`src/rtl/seq_display.sv`:
```
// Plays a stored pattern of four colours on one-hot LEDs, one step per flash,
// pacing an external step counter. Optional all-LED finale: SEQ_DISPLAY_ALL_FLASH_EN.
module seq_display #(
  parameter int unsigned SIZE       = 4,
  parameter int unsigned ON_CYCLES  = 25000000,
  parameter int unsigned OFF_CYCLES = 12500000
) (
  input  logic            clk,
  input  logic            R,
  input  logic            new_game,
  input  logic            start,
  input  logic [SIZE-1:0] round,
  input  logic [SIZE-1:0] seq_idx,
  input  logic            end_seq,
  output logic            step_en,
  output logic [3:0]      led,
  output logic            busy,
  output logic            done
);

  localparam int unsigned DEPTH = 2 ** SIZE;
  localparam int unsigned MAXC  = (ON_CYCLES > OFF_CYCLES) ? ON_CYCLES : OFF_CYCLES;
  localparam int unsigned CW    = (MAXC > 1) ? $clog2(MAXC + 1) : 1;
  localparam logic [CW-1:0] ON_LOAD  = CW'(ON_CYCLES - 1);
  localparam logic [CW-1:0] OFF_LOAD = CW'(OFF_CYCLES - 1);
  localparam logic [7:0]    LFSR_SEED = 8'hA5;

  typedef enum logic [2:0] {
    S_IDLE,
    S_FILL,
    S_ON,
    S_OFF,
    S_WAIT,
    S_DONE
`ifdef SEQ_DISPLAY_ALL_FLASH_EN
    , S_FLASH
`endif
  } state_e;

  state_e          state_q;
  logic [CW-1:0]   cnt_q;
  logic [SIZE-1:0] fill_idx_q;
  logic [7:0]      lfsr_q;
  logic [7:0]      lfsr_d;
  logic [1:0]      mem_q [DEPTH];
  logic [3:0]      led_q;
  logic            step_en_q;
  logic            busy_q;
  logic            done_q;
  logic [3:0]      step_led;
  logic            unused_round;

  // Fibonacci LFSR, x^8+x^6+x^5+x^4+1
  assign lfsr_d   = {lfsr_q[6:0], lfsr_q[7] ^ lfsr_q[5] ^ lfsr_q[4] ^ lfsr_q[3]};
  assign step_led = 4'b0001 << mem_q[seq_idx];

  // Playback ends on end_seq alone; round is carried only for visibility.
  assign unused_round = ^round;

  always_ff @(posedge clk) begin
    if (R) begin
      state_q    <= S_IDLE;
      cnt_q      <= '0;
      fill_idx_q <= '0;
      lfsr_q     <= LFSR_SEED;
      led_q      <= '0;
      step_en_q  <= 1'b0;
      busy_q     <= 1'b0;
      done_q     <= 1'b0;
      for (int unsigned i = 0; i < DEPTH; i++) mem_q[i] <= '0;
    end else begin
      lfsr_q    <= lfsr_d;
      step_en_q <= 1'b0;
      done_q    <= 1'b0;
      unique case (state_q)
        S_IDLE: begin
          // Entry 0 is written on the IDLE->FILL edge so it captures the current
          // LFSR value; FILL then writes 1..DEPTH-1 and uses its wrap cycle to exit.
          if (new_game) begin
            mem_q[0]   <= lfsr_q[1:0];
            fill_idx_q <= SIZE'(1);
            busy_q     <= 1'b1;
            state_q    <= S_FILL;
          end else if (start) begin
            led_q   <= step_led;
            cnt_q   <= ON_LOAD;
            busy_q  <= 1'b1;
            state_q <= S_ON;
          end
        end
        S_FILL: begin
          if (fill_idx_q == '0) begin
            busy_q  <= 1'b0;
            state_q <= S_IDLE;
          end else begin
            mem_q[fill_idx_q] <= lfsr_q[1:0];
            fill_idx_q        <= fill_idx_q + 1'b1;
          end
        end
        S_ON: begin
          if (cnt_q == '0) begin
            led_q     <= '0;
            cnt_q     <= OFF_LOAD;
            step_en_q <= (OFF_LOAD == '0);
            state_q   <= S_OFF;
          end else begin
            led_q <= step_led;
            cnt_q <= cnt_q - 1'b1;
          end
        end
        S_OFF: begin
          if (cnt_q == '0) begin
            state_q <= S_WAIT;
          end else begin
            cnt_q     <= cnt_q - 1'b1;
            step_en_q <= (cnt_q == CW'(1));
          end
        end
        S_WAIT: begin
          if (end_seq) begin
`ifdef SEQ_DISPLAY_ALL_FLASH_EN
            led_q   <= '1;
            cnt_q   <= ON_LOAD;
            state_q <= S_FLASH;
`else
            done_q  <= 1'b1;
            state_q <= S_DONE;
`endif
          end else begin
            led_q   <= step_led;
            cnt_q   <= ON_LOAD;
            state_q <= S_ON;
          end
        end
`ifdef SEQ_DISPLAY_ALL_FLASH_EN
        S_FLASH: begin
          if (cnt_q == '0) begin
            led_q   <= '0;
            done_q  <= 1'b1;
            state_q <= S_DONE;
          end else begin
            cnt_q <= cnt_q - 1'b1;
          end
        end
`endif
        S_DONE: begin
          busy_q  <= 1'b0;
          state_q <= S_IDLE;
        end
        default: begin
          busy_q  <= 1'b0;
          led_q   <= '0;
          state_q <= S_IDLE;
        end
      endcase
    end
  end

  assign step_en = step_en_q;
  assign led     = led_q;
  assign busy    = busy_q;
  assign done    = done_q;

endmodule

```
`config.mk`:
```
export PLATFORM = sky130hd
export DESIGN_NAME = seq_display
export DESIGN_NICKNAME = d
export VERILOG_FILES = /design/src/rtl/seq_display.sv
export SDC_FILE = /design/constraint.sdc
export NUM_CORES = 1
export LEC_CHECK = 0
export ABC_AREA = 1
export CELL_PAD_IN_SITES_DETAIL_PLACEMENT = 1
export CELL_PAD_IN_SITES_GLOBAL_PLACEMENT = 2
export CORE_ASPECT_RATIO = 2
export CORE_MARGIN = 2
export CORE_UTILIZATION = 35
export DETAILED_ROUTE_END_ITERATION = 16
export PLACE_DENSITY_LB_ADDON = 0.1
export SLEW_MARGIN = 10
export SYNTH_ARGS = -nofsm -noshare
export SYNTH_HDL_FRONTEND = slang
export SYNTH_SLANG_ARGS = --single-unit
```
`constraint.sdc`:
```
create_clock -name clk -period 2 [get_ports clk]
set_input_delay 0.3 -clock clk [delete_from_list [all_inputs] [get_ports clk]]
set_output_delay 0.3 -clock clk [all_outputs]
set_load 0.01 [all_outputs]
```
==> impl_metrics.py, run 1 <==
metrics = {
    "setup_path": {
        "rrSetupSlack_ns": 0.21,
        "crit_path_end_kind": "flop",
        "crit_path_max_incr_delay_ns": 0.32,
        "startpoint_type": "flop",
        "reg2reg_depth": 13,
        "crit_type": "reg -> reg",
        "rr_startpoint": "cnt_q[1]",
        "crit_top_cell": "nand2_4",
        "cp_data_arrival_time_ns": 2.07,
        "cp_max_fo": 4,
        "critical_path_buf_inv_count": 4,
        "critPathTopFamily": "simple AND/OR/NAND/NOR gates",
        "r2r_end": "cnt_q[1]",
        "critical_path_required_ns": 2.28,
        "critical_path.cell_chain": "inv_1 -> ha_2 -> nand2_4 -> inv_2 -> nand2_4 -> nor2_8 -> nand3_2 -> nand2_4 -> buf_4 -> inv_2 -> nand2_1 -> nor2_1 -> nor2_1",
        "cpMaxStageDelayCell": "dfxtp_1",
    },
    "power_and_ir_drop": {
        "power.density_nw_per_um2": 1380,
        "vdd_drop_max_mv": 0.549,
        "power.leakage_uw": 0.00222,
        "fin_total_pwr_uw": 6990,
    },
    "final_layout": {
        "final_cell_mix": "nand2_1 (146), nor2_1 (95), inv_1 (54)",
        "final_common_cell": "nand2_1",
        "multi_input_area_um2": 2030,
        "final_nets": 633,
        "drive_above_1_share_pct": 14.4,
        "fin_area_um2": 5060,
        "fillCellCount": 1507,
        "syn_to_final_growth_pct": 18.9,
        "antenna_cells": 0,
        "instances_no_fill": 766,
        "seqCellArea_um2": 1900,
    },
    "global_route": {
        "track_usage_pct": 18.4,
        "gr-total-overflow": 0,
        "grt_pass1_wl_mm": 18.6,
        "grt_max_degree": 33,
        "first_global_vias": 3808,
        "antenna_found_initial": 0,
    },
    "sta": {
        "slew_headroom_pct": 72.4,
        "finalCriticalPeriod_ns": 1.79,
        "fin_skew_ns": 0.00896,
        "rsz0062_at_grt": "false",
        "fmax_mhz": 560,
        "hold_viol": 0,
        "slew_violations": 0,
        "setup_viol": 0,
        "tightest_slew_ns": 0.413,
        "setup_tns_ns": 0,
        "fin_crit_sh_pct": 89.3,
    },
    "synthesis": {
        "synth_warnings": 0,
        "seq_area_frac_synth_pct": 44.7,
        "synth_top_cell_area_share_pct": 22.6,
        "synth-edff-count": 32,
        "synth.area.top_cells": "edfxtp_1 (23%), dfxtp_1 (22%), nand2_1 (13%)",
        "ys_types": 40,
        "async_flop_share_pct": 0,
        "syn_nets": 593,
        "synthCells": 574,
        "ys_seq_elements": 79,
        "syn_area_per_cell_um2": 7.41,
        "syn_area_um2": 4250,
        "synth_area_leader_cell": "edfxtp_1",
        "ys.flop_type": "dfxtp_1",
    },
    "drt": {
        "postRouteWirelength_mm": 10.9,
        "vias": 3711,
        "drt_iter0_drc": 187,
        "wl_per_cell_um": 14.3,
        "ant_nets": 0,
        "firstDrtPassIters": 4,
        "drcViolationCount": 0,
        "avgViaCountPerCell": 4.84,
    },
    "die": {
        "start_util_pct": 35.5,
        "die_h_um": 160,
        "die-area_um2": 13100,
        "rows": 57,
        "io_pins": 20,
        "coreArea_um2": 12000,
        "die_x_um": 81.9,
    },
    "hold_path": {
        "hold_end": "lfsr_q[3]",
        "min-delay-start": "lfsr_q[2]",
        "hold_class": "reg -> reg",
        "whs_path_depth": 2,
    },
    "clocking": {
        "post-cts-setup-buffers": 0,
        "htree_levels": 3,
        "cts_buffers": 9,
        "insertion_delay_ns": 0.34,
        "cts_tree": "done",
        "cts_root_buf": "clkbuf_16",
        "cts.sinks": 79,
        "clk_pin_slew_ns": 0.06,
        "ctsLongestPathBuffers": 2,
        "hold_buffers": 0,
    },
    "flow_run": {
        "cap_violations": 0,
    },
    "run_status": {
        "status": "finished, final reports clean",
    },
    "placement": {
        "place_hpwl_mm": 8.32,
        "dp.cells": 750,
        "dpl_cell_area_um2": 4750,
        "numPortBuffers": 15,
        "gp_congestion": 0.772,
    },
}
[cell usage after synthesis, drive strengths merged, types with 6 or more instances]
cell,number
nor3,9
inv,65
nand3,48
ha,6
nand2,155
nor2,107
clkbuf,7
dfxtp,47
o21ai,31
buf,9
nand4,8
edfxtp,32
xor2,7
a21oi,25
[logic make-up after synthesis]
group                      count (synthesis)  synth area share (%)
AOI/OAI and AO/OA                         62                  8.03
xor gates and xnor gates                   9                  1.85
DFF                                       79                  44.7
and+or+nand+nor                          335                  35.6
buffers and inverters                     83                  8.00
adders and majority gates                  6                  1.77
[stage by stage]
stage	worst slack [ns]	hold WS [ns]	utilization, %
detailed placement	-0.00941	0.403	39.7
finish	0.214	0.406	42.2
global route	0.0155	0.421	42.2
floorplan	0.267	0.388	-
CTS	0.0779	0.414	42.1
global placement	0.0196	0.391	39.7
[timing repair]
action,4_1_cts,5_1_grt
endpoints found under the hold margin,0,0
setup endpoints to repair,0,19
resized for setup,0,5
[routing by layer]
metal	up-vias	track usage [%]	wire (um)
met2	41	29.3	5210
li1	1926	-	-
met4	0	5.53	150
met5	-	0	0
met1	1734	25.4	5280
met3	10	2.99	307
[worst max-delay path by stage]
stage | startpoint | endpoint | slack (ns) | cells past startpoint
global placement | seq_idx[0] | led[0] | 0.02 | 11
floorplan | fill_idx_q[0] | mem_q[10][0] | 0.27 | 9
global route | cnt_q[0] | cnt_q[9] | 0.02 | 11
CTS | cnt_q[0] | cnt_q[9] | 0.08 | 11
finish | cnt_q[1] | cnt_q[1] | 0.21 | 13
detailed placement | seq_idx[0] | led[2] | -0.009 | 11
[cell type report]
type	count	share of cell area, %
inverters	67	5.02
clock inverters	7	1.29
multi-input cells	412	40.1
well taps	147	3.64
repair buffers	45	7.92
clock buffers	9	4.45
flip-flops and latches	79	37.6
[where the power goes]
| group | internal (uW) | switching [uW] |
|---|---|---|
| clock network | 871 | 733 |
| registers | 1970 | 272 |
| logic | 1160 | 1990 |
| total | 4000 | 2990 |
[worst min-delay path, stage by stage, from the launching register on]
cell     delay, ns
dfxtp_1       0.30
inv_1         0.04
nor2_1        0.03
[sequential cells by signal, summed over array words and instances, names as in the netlist]
name / count
state_q: 3
step_en: 1
lfsr_q: 8
led: 4
done: 1
mem_q: 32
cnt_q: 25
busy: 1
fill_idx_q: 4
Power figures use the tool's default switching activity.
==> run 2, diff against run 1 <==
--- a/config.mk
+++ b/config.mk
@@ -10,7 +10,7 @@
 export CELL_PAD_IN_SITES_GLOBAL_PLACEMENT = 2
 export CORE_ASPECT_RATIO = 2
 export CORE_MARGIN = 2
-export CORE_UTILIZATION = 35
+export CORE_UTILIZATION = 38
 export DETAILED_ROUTE_END_ITERATION = 16
 export PLACE_DENSITY_LB_ADDON = 0.1
 export SLEW_MARGIN = 10
==> constraint.sdc (replaced) <==
create_clock -name clk -period 2.1 [get_ports clk]
set_input_delay 0.315 -clock clk [delete_from_list [all_inputs] [get_ports clk]]
set_output_delay 0.315 -clock clk [all_outputs]
set_load 0.01 [all_outputs]
==> run 2 against run 1 <==
Power shrank 2.4%. First-iteration DRC count shrank 47%. Non-clock buffer count grew 4. Hold slack gained 0.013 ns.
==> impl_metrics.py, run 2 (same netlist as run 1, synthesis figures left out) <==
metrics = {
    "run_status": {
        "status": "finished, final reports clean",
    },
    "drt": {
        "drcViolationCount": 0,
        "firstDrtPassIters": 4,
        "avgViaCountPerCell": 5.06,
        "postRouteWirelength_mm": 12.1,
        "vias": 3857,
        "wl_per_cell_um": 15.8,
        "drt_iter0_drc": 99,
        "ant_nets": 0,
    },
    "sta": {
        "fin_crit_sh_pct": 89.8,
        "finalCriticalPeriod_ns": 1.89,
        "hold_ws_ns": 0.419,
        "rsz0062_at_grt": "false",
        "setup_tns_ns": 0,
        "fmax_mhz": 530,
        "slew_violations": 0,
        "slew_headroom_pct": 63.6,
        "hold_viol": 0,
        "tightest_slew_ns": 0.543,
        "fin_skew_ns": 0.00596,
        "setup_viol": 0,
    },
    "power_and_ir_drop": {
        "power.leakage_uw": 0.00225,
        "vdd_drop_max_mv": 0.899,
        "power.density_nw_per_um2": 1340,
    },
    "final_layout": {
        "final_nets": 637,
        "syn_to_final_growth_pct": 20.1,
        "seqCellArea_um2": 1900,
        "multi_input_area_um2": 2010,
        "largest_reg_flops": 32,
        "fillCellCount": 1387,
        "antenna_cells": 0,
        "top_register": "mem_q",
        "final_common_cell": "nand2_1",
        "final_cell_mix": "nand2_1 (146), nor2_1 (98), inv_1 (54)",
        "largestRegisters": "mem_q (32), cnt_q (25), lfsr_q (8)",
        "drive_above_1_share_pct": 14.4,
    },
    "setup_path": {
        "cp_max_fo": 7,
        "critical_path_required_ns": 2.36,
        "crit_path_max_incr_delay_ns": 0.38,
        "cp_data_arrival_time_ns": 2.14,
        "startpoint_type": "flop",
        "crit_type": "reg -> reg",
        "cpMaxStageDelayCell": "dfxtp_1",
        "critical_path.cell_chain": "inv_1 -> ha_1 -> nand2_4 -> inv_2 -> nand2_4 -> nor2_8 -> nand3_2 -> nand2_4 -> nand2_2 -> nand2_1 -> nor3b_1",
        "crit_top_cell": "nand2_4",
        "crit_path_end_kind": "flop",
    },
    "clocking": {
        "ctsLongestPathBuffers": 2,
        "htree_levels": 3,
        "cts.sinks": 79,
        "cts_root_buf": "clkbuf_16",
        "cts_tree": "done",
        "post-cts-setup-buffers": 0,
        "insertion_delay_ns": 0.33,
        "cts_buffers": 9,
        "clk_pin_slew_ns": 0.06,
    },
    "hold_path": {
        "hold_class": "reg -> reg",
    },
    "global_route": {
        "grtUsageMet1_pct": 18.1,
        "first_global_vias": 4223,
        "grt_max_degree": 23,
        "use_met3_pct": 2.93,
        "top_usage_layer": "met2",
        "grt_pass1_wl_mm": 20.0,
        "track_usage_pct": 21.5,
        "gr-total-overflow": 0,
        "antenna_found_initial": 0,
        "use_met2_pct": 45.1,
    },
    "die": {
        "start_util_pct": 39.1,
        "rows": 54,
        "die_h_um": 154,
        "die-area_um2": 12100,
        "io_pins": 20,
        "coreArea_um2": 10900,
        "die_x_um": 78.8,
    },
    "placement": {
        "numPortBuffers": 15,
        "place_hpwl_mm": 9.76,
        "gp_congestion": 0.795,
    },
    "flow_run": {
        "cap_violations": 0,
    },
}
==> run 2: per-stage QoR <==
step	cells	worst slack, ns	util [%]	area (um2)	total power (uW)
4_1_cts	763	0.173	46.9	5100	6930
2_1_floorplan	574	0.367	-	4250	4240
3_5_place_dp	747	0.0515	43.8	4760	5100
3_3_place_gp	747	0.108	43.8	4760	5010
6_report	763	0.215	46.9	5110	6830
5_1_grt	763	0.0104	46.9	5110	7340
==> run 2: metal layers <==
layer / vias up / part of all wire, %
li1: 1925 / -
met1: 1860 / 32
met2: 44 / 62
met3: 28 / 1.5
met4: 0 / 4.9
met5: - / 0
==> run 2: power breakdown <==
part	switching, uW	total [uW]	internal (uW)
Combinational	1910	2880	973
Sequential	260	2140	1880
Clock	638	1800	1170
==> run 2: final cells by class <==
type                            instances  share of cell area [%]
Clock buffer                            9                    4.41
Multi-Input combinational cell        412                    39.4
Tap cell                              140                    3.43
Clock inverter                          7                    2.35
Timing Repair Buffer                   49                    8.18
Inverter                               67                    4.97
Sequential cell                        79                    37.3
==> run 2: worst max-delay path, delay by kind of cell (launching register included) <==
family | cells | cell delay, ns
DFF | 1 | 0.38
buffers and inverters | 2 | 0.14
and+or+nand+nor | 8 | 1.02
adders and majority gates | 1 | 0.26
==> run 2: path summary, 6_finish.rpt <==
check	cells after the start	slack [ns]	end	startpoint
max	11	0.21	cnt_q[9]	cnt_q[0]
min	2	0.42	lfsr_q[3]	lfsr_q[2]
max reg2reg	11	0.21	cnt_q[9]	cnt_q[0]
min reg2reg	2	0.42	lfsr_q[3]	lfsr_q[2]
==> run 2: repair_timing <==
action / CTS / global route
hold buffers: 0 / 0
gates resized for setup: 0 / 1
endpoints found under the setup margin: 0 / 1
==> run 3, diff against run 2 <==
--- a/config.mk
+++ b/config.mk
@@ -10,9 +10,11 @@
 export CELL_PAD_IN_SITES_GLOBAL_PLACEMENT = 2
 export CORE_ASPECT_RATIO = 2
 export CORE_MARGIN = 2
-export CORE_UTILIZATION = 38
+export CORE_UTILIZATION = 35
+export CTS_CLUSTER_DIAMETER = 50
 export DETAILED_ROUTE_END_ITERATION = 16
 export PLACE_DENSITY_LB_ADDON = 0.1
+export REMOVE_ABC_BUFFERS = 1
 export SLEW_MARGIN = 10
 export SYNTH_ARGS = -nofsm -noshare
 export SYNTH_HDL_FRONTEND = slang
==> constraint.sdc (replaced) <==
create_clock -name clk -period 1.9 [get_ports clk]
set_input_delay 0.285 -clock clk [delete_from_list [all_inputs] [get_ports clk]]
set_output_delay 0.285 -clock clk [all_outputs]
set_load 0.01 [all_outputs]
==> run 3 against run 2 <==
Clock skew rose by 0.0036 ns. Register-to-register slack worse by 0.08 ns. Global-route usage down 2.9 points. Via count shrank 1.8%. Largest cell class unchanged. Largest power group unchanged.
==> impl_metrics.py, run 3 (same netlist as run 1, synthesis figures left out) <==
metrics = {
    "global_route": {
        "first_global_vias": 3804,
        "grt_pass1_wl_mm": 18.6,
        "gr-total-overflow": 0,
        "track_usage_pct": 18.6,
        "antenna_found_initial": 0,
        "grt_max_degree": 21,
    },
    "sta": {
        "fin_crit_sh_pct": 93.1,
        "setup_ws_ns": 0.132,
        "rsz0062_at_grt": "false",
        "finalCriticalPeriod_ns": 1.77,
        "tightest_slew_ns": 0.434,
        "hold_viol": 0,
        "fin_skew_ns": 0.00953,
        "setup_tns_ns": 0,
        "slew_violations": 0,
        "fmax_mhz": 566,
        "setup_viol": 0,
        "slew_headroom_pct": 71.0,
    },
    "setup_path": {
        "cp_max_fo": 9,
        "cp.depth": 12,
        "crit_path_end_kind": "flop",
        "startpoint_type": "flop",
        "r2r_end": "cnt_q[15]",
        "rrSetupSlack_ns": 0.13,
        "rr_startpoint": "cnt_q[1]",
        "critical_path_required_ns": 2.13,
        "cp-startpoint": "cnt_q[1]",
        "reg2reg_depth": 12,
        "critPathTopFamily": "simple AND/OR/NAND/NOR gates",
        "critical_path_buf_inv_count": 3,
        "crit_path_max_incr_delay_ns": 0.32,
        "cpMaxStageDelayCell": "dfxtp_1",
        "crit_type": "reg -> reg",
        "worstSetupEndpoint": "cnt_q[15]",
        "cp_data_arrival_time_ns": 2.00,
        "crit_top_cell": "nand2_4",
        "critical_path.cell_chain": "inv_1 -> ha_2 -> nand2_4 -> inv_2 -> nand2_4 -> nor2_8 -> nand3_4 -> nand2_8 -> buf_4 -> nor2_4 -> nand2_1 -> a21oi_1",
    },
    "final_layout": {
        "syn_to_final_growth_pct": 23.5,
        "final_cell_mix": "nand2_1 (144), nor2_1 (94), inv_1 (54)",
        "final_nets": 656,
        "final_common_cell": "nand2_1",
        "seqCellArea_um2": 1900,
        "instances_no_fill": 789,
        "fillCellCount": 1519,
        "multi_input_area_um2": 2030,
        "drive_above_1_share_pct": 17.9,
        "largestRegisters": "mem_q (32), cnt_q (25), lfsr_q (8)",
        "antenna_cells": 0,
        "post-route-util_pct": 43.8,
        "largest_reg_flops": 32,
        "top_register": "mem_q",
    },
    "drt": {
        "drt_iter0_drc": 134,
        "avgViaCountPerCell": 4.80,
        "wl_per_cell_um": 14.3,
        "firstDrtPassIters": 4,
        "ant_nets": 0,
        "vias": 3788,
        "postRouteWirelength_mm": 11.3,
        "drcViolationCount": 0,
    },
    "die": {
        "die_h_um": 160,
        "io_pins": 20,
        "die_x_um": 81.9,
        "coreArea_um2": 12000,
        "start_util_pct": 35.5,
        "rows": 57,
        "die-area_um2": 13100,
    },
    "clocking": {
        "clk_pin_slew_ns": 0.07,
        "ctsLongestPathBuffers": 2,
        "hold_buffers": 0,
        "cts_buffers": 9,
        "cts_tree": "done",
        "htree_levels": 3,
        "cts_root_buf": "clkbuf_16",
        "cts.sinks": 79,
        "insertion_delay_ns": 0.35,
    },
    "power_and_ir_drop": {
        "p_sw_uw": 3250,
        "pwr-share-seq_pct": 31.1,
        "internal_power_uw": 4340,
        "clockPowerShare_pct": 23.1,
        "power.leakage_uw": 0.00233,
        "power.density_nw_per_um2": 1450,
        "fin_total_pwr_uw": 7600,
        "p_sw_share_pct": 42.8,
        "vdd_drop_max_mv": 0.763,
        "pwr-share-comb_pct": 45.8,
    },
    "placement": {
        "dp.cells": 770,
        "gp_congestion": 0.758,
        "numPortBuffers": 15,
        "place_hpwl_mm": 8.67,
        "dp_worst_setup_slack_ns": -0.0762,
    },
    "run_status": {
        "status": "finished, final reports clean",
    },
    "hold_path": {
        "whs_path_depth": 2,
        "hold_class": "reg -> reg",
    },
    "flow_run": {
        "cap_violations": 0,
    },
}
## run 3: layout make-up
class	count	area share, %
clock buffer	9	4.29
clock inverter	7	1.41
inverter	67	4.84
multi-input combinational	412	38.6
sequential	79	36.2
tap	147	3.50
timing repair buffer	68	11.1
## run 3: power by group through the flow
stage               sequential, uW  clock [uW]  combinational (uW)
floorplan                     2340           0                2230
global placement              2390           0                3400
detailed placement            2400           0                3440
CTS                           2370        1790                3460
global route                  2410        1850                3930
finish                        2370        1750                3480
## run 3: timing repair
action	4_1_cts	5_1_grt
setup buffers	0	3
gates resized for setup	0	7
endpoints found under the setup margin	0	23
## run 3: worst min-delay path, cell delays in order (launching register included)
cell and delay (ns):
dfxtp_1 0.30, inv_1 0.04, nor2_1 0.03
## run 3: worst min-delay path by stage
stage          startpoint   endpoint
2_1_floorplan           R   cnt_q[2]
3_3_place_gp    lfsr_q[6]  lfsr_q[7]
3_5_place_dp    lfsr_q[2]  lfsr_q[3]
4_1_cts         lfsr_q[2]  lfsr_q[3]
5_1_grt         lfsr_q[6]  lfsr_q[7]
6_report        lfsr_q[2]  lfsr_q[3]
## run 3: routing by layer
layer	share of wire [%]	track usage, %	vias up
met4	1.3	5.23	0
met5	0	0	-
met3	2.2	3.73	9
li1	-	-	1966
met1	47	24.9	1788
met2	49	30.0	25
## run 3: metrics by stage
stage | area, um2 | hold WS, ns
2_1_floorplan | 4170 | 0.347
5_1_grt | 5250 | 0.448
3_5_place_dp | 4910 | 0.399
3_3_place_gp | 4910 | 0.397
4_1_cts | 5210 | 0.412
6_report | 5250 | 0.413
